`src/rtl/fetch_unit.sv`:
```
// Instruction fetch stage: tags 1-cycle memory responses with their address, delivers them
// in order to the decoder and steers the PC stage for branch redirects and replays.
module fetch_unit #(
  parameter int IW      = 16,
  parameter int AW      = 8,
  parameter int TIMEOUT = 8
) (
  input  logic          clk,
  input  logic          reset,
  input  logic [AW-1:0] pc_addr,
  output logic [AW-1:0] imem_addr,
  input  logic [IW-1:0] imem_rdata,
  output logic [IW-1:0] instr,
  output logic [AW-1:0] instr_addr,
  output logic          instr_valid,
  input  logic          instr_ready,
  input  logic          br_valid,
  input  logic [AW-1:0] br_target,
  output logic          pc_load,
  output logic [AW-1:0] pc_load_addr
);

  localparam int            CW      = (TIMEOUT > 1) ? $clog2(TIMEOUT) : 1;
  localparam logic [CW-1:0] TO_LAST = CW'(TIMEOUT - 1);

  logic [AW-1:0] rsp_tag;
  logic          rsp_v;
  logic [AW-1:0] exp_addr;
  logic [CW-1:0] to_cnt;

  logic          match;
  logic          space;
  logic          accept;
  logic          replay;
  logic          to_fire;
  logic          reload;
  logic [AW-1:0] reload_addr;

  assign imem_addr = pc_addr;

  // NOTE: every signal gets a value on every path through always_comb, so no latches are inferred.
  always_comb begin
    match       = rsp_v && (rsp_tag == exp_addr);
    space       = !instr_valid || instr_ready;
    accept      = match && space && !br_valid;
    replay      = match && !space && !br_valid;
    to_fire     = (to_cnt == TO_LAST) && !br_valid && !replay && !accept;
    reload      = br_valid || replay || to_fire;
    reload_addr = br_valid ? br_target : exp_addr;
  end

  // NOTE: sequential state uses non-blocking assignments so all registers update from pre-edge values.
  always_ff @(posedge clk or negedge reset) begin
    if (!reset) begin
      rsp_tag <= '0;
      rsp_v   <= 1'b0;
    end else begin
      rsp_tag <= pc_addr;
      rsp_v   <= 1'b1;
    end
  end

  // Output register and owed-address tracking; a branch overrides everything else.
  always_ff @(posedge clk or negedge reset) begin
    if (!reset) begin
      instr       <= '0;
      instr_addr  <= '0;
      instr_valid <= 1'b0;
      exp_addr    <= '0;
    end else if (br_valid) begin
      instr_valid <= 1'b0;
      exp_addr    <= br_target;
    end else if (accept) begin
      instr       <= imem_rdata;
      instr_addr  <= rsp_tag;
      instr_valid <= 1'b1;
      exp_addr    <= exp_addr + AW'(1);
    end else if (instr_valid && instr_ready) begin
      instr_valid <= 1'b0;
    end
  end

  // Cleared whenever progress is made or a reload is issued, so timeout reloads repeat every TIMEOUT cycles.
  always_ff @(posedge clk or negedge reset) begin
    if (!reset) begin
      to_cnt <= '0;
    end else if (accept || reload) begin
      to_cnt <= '0;
    end else if (to_cnt != TO_LAST) begin
      to_cnt <= to_cnt + CW'(1);
    end
  end

  always_ff @(posedge clk or negedge reset) begin
    if (!reset) begin
      pc_load      <= 1'b0;
      pc_load_addr <= '0;
    end else begin
      pc_load <= reload;
      if (reload) begin
        pc_load_addr <= reload_addr;
      end
    end
  end

endmodule

```
`config.mk`:
```
export PLATFORM = sky130hd
export DESIGN_NAME = fetch_unit
export DESIGN_NICKNAME = d
export VERILOG_FILES = /design/src/rtl/fetch_unit.sv
export SDC_FILE = /design/constraint.sdc
export NUM_CORES = 1
export LEC_CHECK = 0
export ABC_AREA = 0
export BUFFER_PORTS_ARGS = -buffer_cell sky130_fd_sc_hd__buf_2
export CORE_MARGIN = 8
export CORE_UTILIZATION = 50
export CTS_BUF_LIST = sky130_fd_sc_hd__clkbuf_4 sky130_fd_sc_hd__clkbuf_8 sky130_fd_sc_hd__clkbuf_16
export DETAILED_ROUTE_END_ITERATION = 16
export PLACE_DENSITY = 0.79
export SETUP_SLACK_MARGIN = 0.15
export SYNTH_ARGS = -nofsm -noshare
export SYNTH_HDL_FRONTEND = slang
export SYNTH_SLANG_ARGS = --single-unit
```
`constraint.sdc`:
```
create_clock -name clk -period 2.5 [get_ports clk]
set_clock_uncertainty 0.15 [all_clocks]
set_input_delay 0.5 -clock clk [delete_from_list [all_inputs] [get_ports clk]]
set_output_delay 0.5 -clock clk [all_outputs]
set_load 0.1 [all_outputs]
```
=== Word-level counts from Yosys, hierarchy flattened ===
Cells that the tools add are included.

* Add/subtract/negate cells: 2
* Multiply operators: 0
* Divide/modulo/power cells: 0
* $lt $le $gt $ge: 0
* Equal/unequal tests: 3
* Shifts and indexed selects: 0
* Muxes and demuxes: 8
* Bitwise logic cells: 1
* Reductions and logical operators: 22

{| class="wikitable"
|+ Operators by type and width
! cell !! count
|-
| $mux 8 || 3
|-
| $logic_and 1x1->1 || 9
|-
| $add 8x1->8 const B || 1
|-
| $eq 8x8->1 || 1
|-
| $mux 3 || 2
|-
| $logic_not 1->1 || 5
|-
| $logic_or 1x1->1 || 4
|-
| $reduce_bool 2->1 || 2
|-
| $add 3x1->3 const B || 1
|-
| $eq 3x3->1 const B || 1
|-
| $mux 1 || 3
|-
| $ne 3x3->1 const B || 1
|-
| $reduce_bool 3->1 || 1
|-
| $reduce_and 2->1 || 1
|-
| $not 1->1 || 1
|}

* Flip-flop bits (word level): 54
* Bits in latches: 0
* Memory bits (writable): 0
* Memory bits (read-only): 0
* Input bits: 36
* Output and inout bits: 42
* Memories kept: 0

=== Longest topological paths before layout ===
Gate-level depths: netlist of the first run.

* Depth after elaboration: 11
* Gate-level depth with buffers: 6
* Mapped depth without buffers: 6

=== Worst setup path before layout of the first run ===
OpenSTA, ideal clock, no wires.

* Path kind: register to register
* Start point: register instr_valid
* End point: register instr[2]
* Setup time: 0.125 ns
* Arrival: 2.210 ns
* Required time: 2.225 ns
* Path slack: 0.014 ns
* Stages on the path, launching flop included: 6
* Clock period less this slack: 2.486 ns
* Cells stage by stage: dfrtp_1 > nand2b_1 > nand4_1 > nor4_4 > buf_6 > mux2_2

* Longest elaborated chain between the ends: 5

{| class="wikitable"
|+ Ends and longest elaborated chain
! item !! line !! source
|-
| start, declared || 15 || <nowiki>output logic instr_valid,</nowiki>
|-
| start signal, assigned || 68 || <nowiki>instr_valid <= 1'b0;</nowiki>
|-
| start signal, assigned || 71 || <nowiki>instr_valid <= 1'b0;</nowiki>
|-
| start signal, assigned || 76 || <nowiki>instr_valid <= 1'b1;</nowiki>
|-
| $logic_not 1->1 || 44 || <nowiki>space = !instr_valid || instr_ready;</nowiki>
|-
| $logic_or 1x1->1 || 44 ||
|-
| $logic_and 1x1->1 (2 in a row) || 45 || <nowiki>accept = match && space && !br_valid;</nowiki>
|-
| $reduce_and 2->1 (no line) || -- ||
|-
| end signal, assigned || 74 || <nowiki>instr <= imem_rdata;</nowiki>
|-
| end, declared || 13 || <nowiki>output logic [IW-1:0] instr,</nowiki>
|}

No other way between the ends.
A chain may end at the register's enable or synchronous reset.

=== Final worst setup path of the first run ===
* Start point: register exp_addr[1]
* End point: register instr[2]

* Longest elaborated chain between the ends: 5

{| class="wikitable"
|+ Ends and longest elaborated chain
! item !! line !! source
|-
| start, declared || 28 || <nowiki>logic [AW-1:0] exp_addr;</nowiki>
|-
| start signal, assigned || 72 || <nowiki>exp_addr <= br_target;</nowiki>
|-
| start signal, assigned || 77 || <nowiki>exp_addr <= exp_addr + AW'(1);</nowiki>
|-
| $eq 8x8->1 || 43 || <nowiki>match = rsp_v && (rsp_tag == exp_addr);</nowiki>
|-
| $logic_and 1x1->1 || 43 ||
|-
| $logic_and 1x1->1 (2 in a row) || 45 ||
|-
| $reduce_and 2->1 (no line) || -- ||
|}

No other way between the ends.

==> impl_metrics.yaml, run 1 <==
status:
  status: "finished clean"
logic_synthesis:
  synth_top_area_cell: "dfrtp_1"
  synth_compound_area_share_pct: 8.02
  synthXorXnorAreaFrac_pct: 4.04
  yosysMostFrequentCell: "dfrtp_1"
  async_reset_ff_share_pct: 100
  yosys.area_share.adder_pct: 1.57
  synth_area_leaders: "dfrtp_1, mux2_2, o221a_2, nand2b_1, buf_4"
  synth_fp_nets: 214
  synthTopCellsByCount: "dfrtp_1, mux2_2, nand2b_1"
  synth-seq-area-share_pct: 56.6
  synthCells: 175
  ys_ff_latch: 54
  yosysUniqueCellTypes: 39
  synth_top_family_by_area: "simple AND/OR/NAND/NOR gates"
  yosys.area_share.simple_pct: 12.8
  yosysWarnings: 0
  synth_edf_count: 0
  netlist.area_leader.share_pct: 56.6
  avgSynthCellArea_um2: 13.6
  synthMuxAreaShare_pct: 12.7
  syn_area_um2: 2390
  synthFlopType: "dfrtp_1"
critical_path:
  crit_family: "simple AND/OR/NAND/NOR gates"
  slowest_stage: "dfrtp_1"
  path_class: "reg2reg"
  worstPathMaxFanout: 21
  arrival_ps: 2310
  reg2reg_depth: 5
  start_kind: "flop"
  end_kind: "flop"
  r2r_start: "exp_addr[1]"
  worstPathCellList: "xnor2_1 > nand4_4 > nor4_4 > buf_12 > mux2_2"
  worstPathRequired_ps: 2540
  critPathBufInv: 1
  r2r-end: "instr[2]"
  rrSetupSlack_ps: 230
  slowest_delay_ps: 500
clock_network:
  postCtsSetupRepairBufs: 0
  cts_tree: "done"
  clkTransAtPathRegs_ps: 90
  hold_buffers: 0
  clk_latency_ps: 300
  cts_num_sinks: 54
  htree_levels: 2
  cts_buffers: 5
  postCtsResizedCells: 0
  cts-root-buf: "clkbuf_8"
  cts.path.max_buffers: 2
die:
  die_area_um2: 7240
  start_util_pct: 51.2
  die_y_um: 85.1
  rows: 25
  ios: 78
  core_area_um2: 4660
  dieWidth_um: 85.1
route:
  drc: 0
  met3_length_um: 332
  wl_met2_um: 2520
  met1_length_um: 2320
  via_per_inst: 5.37
  drt-wirelength-per-cell_um: 17.0
  dr.pass1.iters: 4
  drt_iter0_drc: 151
  wl_um: 5200
  final_antenna_net_count: 0
  via_count: 1642
  topRoutingLayerUsed: "met4"
power_and_ir_drop:
  ir_drop_mv: 0.441
  leakagePower_uw: 0.00146
  power_density_nw_per_um2: 716
final_layout:
  synthToLayoutAreaGrowth_pct: 22.0
  diodes: 0
  regArea_um2: 1350
  fin_nets: 290
  drive_gt1_share_pct: 50.4
  finish.utilization_pct: 62.5
  multi_input_area_um2: 946
  nFillCells: 369
placed_design:
  place_congestion: 0.822
  place_ws_ps: 230
  placement.io_buffers: 77
  dp_hpwl_um: 3920
global_routing:
  antenna_found_initial: 0
  grt_use_total_pct: 14.5
  grt_pass1_wl_um: 8540
  grt_max_degree: 32
  grt_pass1_vias: 1780
  overflow: 0
sta:
  max-slew-margin-rel_pct: 61.7
  fin_setup_tns_ps: 0
  timing.fmax_mhz: 441
  rsz0062_at_grt: "true"
  fin_ws_ps: 234
  maxSlewViolCount: 0
  finalCritPeriodShare_pct: 90.6
  finalCriticalPeriod_ps: 2270
  tightest_slew_ps: 574
  final-hold-violation-count: 0
  finalSetupViolCount: 0
worst_hold_path:
  hold_path_class: "in2async"
run:
  cap_viol_max_count: 0
metrics by stage:
stage | instances | area, um2 | power (uW) | hold WS (ps)
2_1_floorplan | 175 | 2390 | 1470 | 54.4
3_3_place_gp | 298 | 2810 | 1590 | 278
3_5_place_dp | 298 | 2810 | 1600 | 285
4_1_cts | 306 | 2900 | 2100 | 46.8
5_1_grt | 306 | 2910 | 2170 | 52.2
6_report | 306 | 2910 | 2090 | 31.9
kinds of logic (layout without fill, tap and decap cells):
kind of cell	count (synthesis)	in the layout
flops	54	54
simple gates	45	45
mux	26	26
compound gates	21	21
buf+inv	14	91
xor+xnor	11	11
fa+ha+maj	3	3
other cells	1	1
worst max-delay path by stage:
stage / cells past startpoint / endpoint / slack [ps] / start
CTS: 5 / instr[2] / 210 / exp_addr[0]
floorplan: 5 / instr[2] / 220 / instr_valid
global route: 5 / pc_load_addr[5] / 130 / exp_addr[0]
global placement: 5 / instr[8] / 270 / exp_addr[6]
finish: 5 / instr[2] / 230 / exp_addr[1]
detailed placement: 5 / instr[7] / 230 / exp_addr[6]
cell type report:
type,count,area share [%]
flip-flops and latches,54,46.4
inverters,1,0.129
clock buffers,7,3.09
repair buffers,82,15.4
clock inverters,1,0.172
well taps,54,2.32
multi-input cells,107,32.5
registers in the layout, indices dropped and copies added (netlist names):
register / count
exp_addr: 8
instr: 16
instr_addr: 8
instr_valid: 1
pc_load: 1
pc_load_addr: 8
rsp_tag: 8
rsp_v: 1
to_cnt: 3
layout by cell type, fill, tap and decap left out, types with 3 or more instances in the layout:
master    count
o31a_1        3
nand2b_1     14
nor4_1        3
xnor2_1       6
mux2_2       21
dfrtp_1      53
mux2_1        3
o21a_1        5
buf_4         3
and3_1        3
o221a_2       8
xor2_1        5
clkbuf_8      6
ha_1          3
buf_2        77
nand3_1       7
power by group:
part	internal, uW	switching [uW]	leakage, uW
registers	935	48.7	0.000680
logic	131	467	0.000729
clock network	235	268	0.0000517
total	1300	783	0.00146
metal layers:
layer,track usage (%),vias up
met5,0,-
met4,4.37,0
met3,5.21,4
met2,23.1,54
met1,18.0,813
li1,-,771
No activity file was read; power rests on OpenSTA's default activity.
==> run 2: changes to the inputs <==
- CORE_UTILIZATION: 50 -> 52
- CTS_BUF_LIST: sky130_fd_sc_hd__clkbuf_4 sky130_fd_sc_hd__clkbuf_8 sky130_fd_sc_hd__clkbuf_16 -> sky130_fd_sc_hd__clkbuf_4 sky130_fd_sc_hd__clkbuf_8
- GPL_TIMING_DRIVEN: unset -> 0
- PLACE_DENSITY: 0.79 -> 0.82
==> impl_metrics.yaml, run 2 (same netlist as run 1, synthesis figures left out) <==
clock_network:
  htree_levels: 2
  cts_num_sinks: 54
  hold_buffers: 0
  cts_buffers: 5
  cts_tree: "done"
  clk_latency_ps: 310
  cts-root-buf: "clkbuf_8"
  cts.path.max_buffers: 2
  clkTransAtPathRegs_ps: 90
critical_path:
  end_kind: "flop"
  worstPathRequired_ps: 2590
  slowest_stage: "or4_4"
  worstPathMaxFanout: 8
  start_kind: "flop"
  critPathBufInv: 0
  worstPathCellList: "xnor2_1 > nand3_1 > or4_4 > mux2i_4 > o221a_2"
  path_class: "reg2reg"
  slowest_delay_ps: 570
  arrival_ps: 2380
  crit_family: "simple AND/OR/NAND/NOR gates"
global_routing:
  grt_use_total_pct: 15.6
  overflow: 0
  grt_max_degree: 55
  grt_pass1_vias: 1902
  antenna_found_initial: 0
  grt_pass1_wl_um: 9050
placed_design:
  place_ws_ps: -56.1
  place_congestion: 0.815
  placement.io_buffers: 77
  dp_hpwl_um: 4020
final_layout:
  diodes: 0
  layout_common_cells: "buf_2, dfrtp_1, mux2_2"
  largest_register_ffs: 16
  drive_gt1_share_pct: 53.6
  layout_commonest_cell: "buf_2"
  largest_register: "instr"
  synthToLayoutAreaGrowth_pct: 27.8
  nFillCells: 332
  fin_nets: 303
route:
  final_antenna_net_count: 0
  via_per_inst: 5.37
  via_count: 1701
  wl_um: 5490
  drc: 0
  drt_iter0_drc: 97
  drt-wirelength-per-cell_um: 17.3
  dr.pass1.iters: 4
sta:
  maxSlewViolCount: 0
  finalCriticalPeriod_ps: 2290
  finalCritPeriodShare_pct: 91.5
  max-slew-margin-rel_pct: 21.7
  rsz0062_at_grt: "false"
  timing.fmax_mhz: 437
  final-hold-violation-count: 0
  finalSetupViolCount: 0
  fin_ws_ps: 213
  tightest_slew_ps: 1170
die:
  core_area_um2: 4380
  die_y_um: 83.8
  dieWidth_um: 83.8
  die_area_um2: 7010
  start_util_pct: 54.5
  rows: 24
  ios: 78
status:
  status: "finished clean"
power_and_ir_drop:
  leakagePower_uw: 0.00154
  ir_drop_mv: 0.615
  totalPowerFinal_uw: 2310
  power_density_nw_per_um2: 756
run:
  cap_viol_max_count: 0
worst_hold_path:
  hold_path_class: "in2reg"
run 2: worst paths after layout:
check,startpoint,end,slack [ps],cells past startpoint
worst max-delay path,exp_addr[6],pc_load_addr[4],210,5
worst min-delay path,pc_addr[1],rsp_tag[1],150,1
worst max register to register,exp_addr[6],pc_load_addr[4],210,5
worst min register to register,to_cnt[0],to_cnt[0],330,1
max in group asynchronous,reset,instr_valid,1140,1
min in group asynchronous,reset,rsp_tag[4],280,1
run 2: worst register-to-register path, cell delays in order (launching register included):
cell	delay (ps)
dfrtp_1	440
xnor2_1	320
nand3_1	130
or4_4	570
mux2i_4	350
o221a_2	270
run 2: timing repair:
action / 4_1_cts / 5_1_grt
pin swaps: 2 / 1
buffers inserted: 3 / 2
gates resized for setup: 0 / 5
endpoints found under the hold margin: 0 / 0
setup endpoints to repair: 32 / 29
run 2: area by class of cell:
cell class,instances,area [um2],share of cell area [%]
flip-flops and latches,54,1350,44.4
multi-input cells,107,967,31.7
repair buffers,82,423,13.9
plain buffers,13,95.1,3.12
clock buffers,6,82.6,2.71
well taps,52,65.1,2.13
clock inverters,2,60.1,1.97
inverters,1,3.75,0.123
run 2: layer usage:
layer	share of wire [%]	track usage [%]	vias up
met5	0	0	-
met4	1.1	5.81	0
met3	7.8	5.96	8
met2	52	25.9	64
met1	40	17.6	831
li1	-	-	798
run 2: where the power goes:
| group | total (uW) | leakage [uW] | internal [uW] | switching, uW |
|---|---|---|---|---|
| Clock | 706 | 0.0000714 | 427 | 279 |
| Combinational | 618 | 0.000789 | 142 | 475 |
| Sequential | 984 | 0.000679 | 936 | 48.2 |
| Total | 2310 | 0.00154 | 1510 | 802 |
run 2: stage by stage:
step / hold WS, ps / setup TNS, ps / cell area, um2 / utilization [%] / std cells
finish: 154 / 0 / 3050 / 69.6 / 317
global route: 146 / 0 / 3050 / 69.6 / 317
CTS: 145 / 0 / 3000 / 68.5 / 315
detailed placement: 308 / -815 / 2840 / 64.8 / 304
global placement: 277 / 0 / 2840 / 64.8 / 304
floorplan: 54.4 / 0 / 2390 / - / 175
==> run 3: changes to the inputs <==
- clock period: 2.5 -> 2.4 ns (I/O delays scaled with it)
==> impl_metrics.yaml, run 3 (same netlist as run 1, synthesis figures left out) <==
critical_path:
  arrival_ps: 2210
  end_kind: "flop"
  path_class: "reg2reg"
  reg2reg_depth: 7
  start_kind: "flop"
  worstPathMaxFanout: 10
  worstPathRequired_ps: 2440
clock_network:
  clk_latency_ps: 300
  cts_num_sinks: 54
  clkTransAtPathRegs_ps: 90
  cts-root-buf: "clkbuf_8"
  cts_tree: "done"
  hold_buffers: 0
  cts_buffers: 5
  htree_levels: 2
  cts.path.max_buffers: 2
final_layout:
  regArea_um2: 1360
  fin_nets: 305
  synthToLayoutAreaGrowth_pct: 28.9
  diodes: 0
  multi_input_area_um2: 1000
  largest_register_ffs: 16
  layout_commonest_cell: "buf_2"
  drive_gt1_share_pct: 56.2
  finish.utilization_pct: 70.2
  largest_register: "instr"
  layout_common_cells: "buf_2, dfrtp_1, mux2_2"
  finalNonFillerCells: 319
  nFillCells: 322
worst_hold_path:
  holdPathStages: 1
  hold_path_class: "in2reg"
sta:
  finalCriticalPeriod_ps: 2160
  final-hold-violation-count: 0
  tightest_slew_ps: 1160
  rsz0062_at_grt: "false"
  max-slew-margin-rel_pct: 22.4
  maxSlewViolCount: 0
  timing.fmax_mhz: 462
  finalSetupViolCount: 0
  finalCritPeriodShare_pct: 90.2
global_routing:
  grt_max_degree: 55
  grt_pass1_wl_um: 8740
  antenna_found_initial: 0
  grt_pass1_vias: 1864
  grt_use_total_pct: 14.7
  overflow: 0
die:
  rows: 24
  ios: 78
  dieWidth_um: 83.8
  die_area_um2: 7010
  die_y_um: 83.8
  core_area_um2: 4380
  start_util_pct: 54.5
route:
  drt-wirelength-per-cell_um: 16.2
  via_per_inst: 5.38
  wl_um: 5170
  via_count: 1716
  final_antenna_net_count: 0
  drt_iter0_drc: 97
  drc: 0
  dr.pass1.iters: 4
power_and_ir_drop:
  totalPowerFinal_uw: 2280
  ir_drop_mv: 0.470
  power_density_nw_per_um2: 741
  leakagePower_uw: 0.00157
placed_design:
  placement.io_buffers: 77
  dp_hpwl_um: 3930
  placedCellCount: 304
  place_congestion: 0.847
run:
  cap_viol_max_count: 0
status:
  status: "finished clean"
## run 3: per-layer routing
metal  GRT usage, %  vias up  routed length (um)
met5              0        -                   0
met4           3.30        0                  46
met3           7.42        6                 442
met2           22.7       68                2490
met1           17.8      833                2190
li1               -      809                   -
## run 3: timing repair
| action | CTS | global route |
|---|---|---|
| cloned | 0 | 0 |
| pin swaps | 3 | 3 |
| gates resized for setup | 1 | 11 |
| setup endpoints to repair | 32 | 36 |
| buffers inserted | 7 | 0 |
## run 3: path summary, 6_finish.rpt
path / slack (ps) / start / endpoint
min in group asynchronous: 250 / reset / pc_load_addr[0]
min reg2reg: 290 / to_cnt[0] / to_cnt[0]
max reg2reg: 240 / exp_addr[1] / instr[8]
max in group asynchronous: 1020 / reset / instr_valid
max: 240 / exp_addr[1] / instr[8]
min: 140 / pc_addr[0] / rsp_tag[0]
## run 3: metrics by stage
step / hold WS [ps] / TNS, ps / worst slack (ps) / cell area [um2]
after global routing: 129 / 0 / 145 / 3080
after CTS: 130 / 0 / 176 / 3020
after floorplan: 34.4 / 0 / 176 / 2400
after detailed placement: 275 / -2170 / -99.9 / 2850
final: 141 / 0 / 236 / 3080
after global placement: 273 / -2160 / -95.2 / 2850
## run 3: where the power goes
part           leakage [uW]  internal [uW]  total [uW]  switching [uW]
Clock             0.0000593            335         612             277
Combinational      0.000838            153         642             490
Sequential         0.000676            976        1030            51.4
## run 3: area by class of cell
| cell class | instances | share of cell area [%] |
|---|---|---|
| Buffer | 13 | 3.09 |
| Sequential cell | 54 | 44.2 |
| Inverter | 1 | 0.122 |
| Multi-Input combinational cell | 107 | 32.6 |
| Clock inverter | 1 | 0.976 |
| Tap cell | 52 | 2.11 |
| Timing Repair Buffer | 84 | 14.2 |
| Clock buffer | 7 | 2.72 |
## run 3: critical path, stage by stage (launching register included)
cell and delay [ps]:
dfrtp_1 390, buf_2 170, xnor2_1 210, nand4_2 170, nor4_4 280, buf_4 190, buf_6 150, mux2_2 340
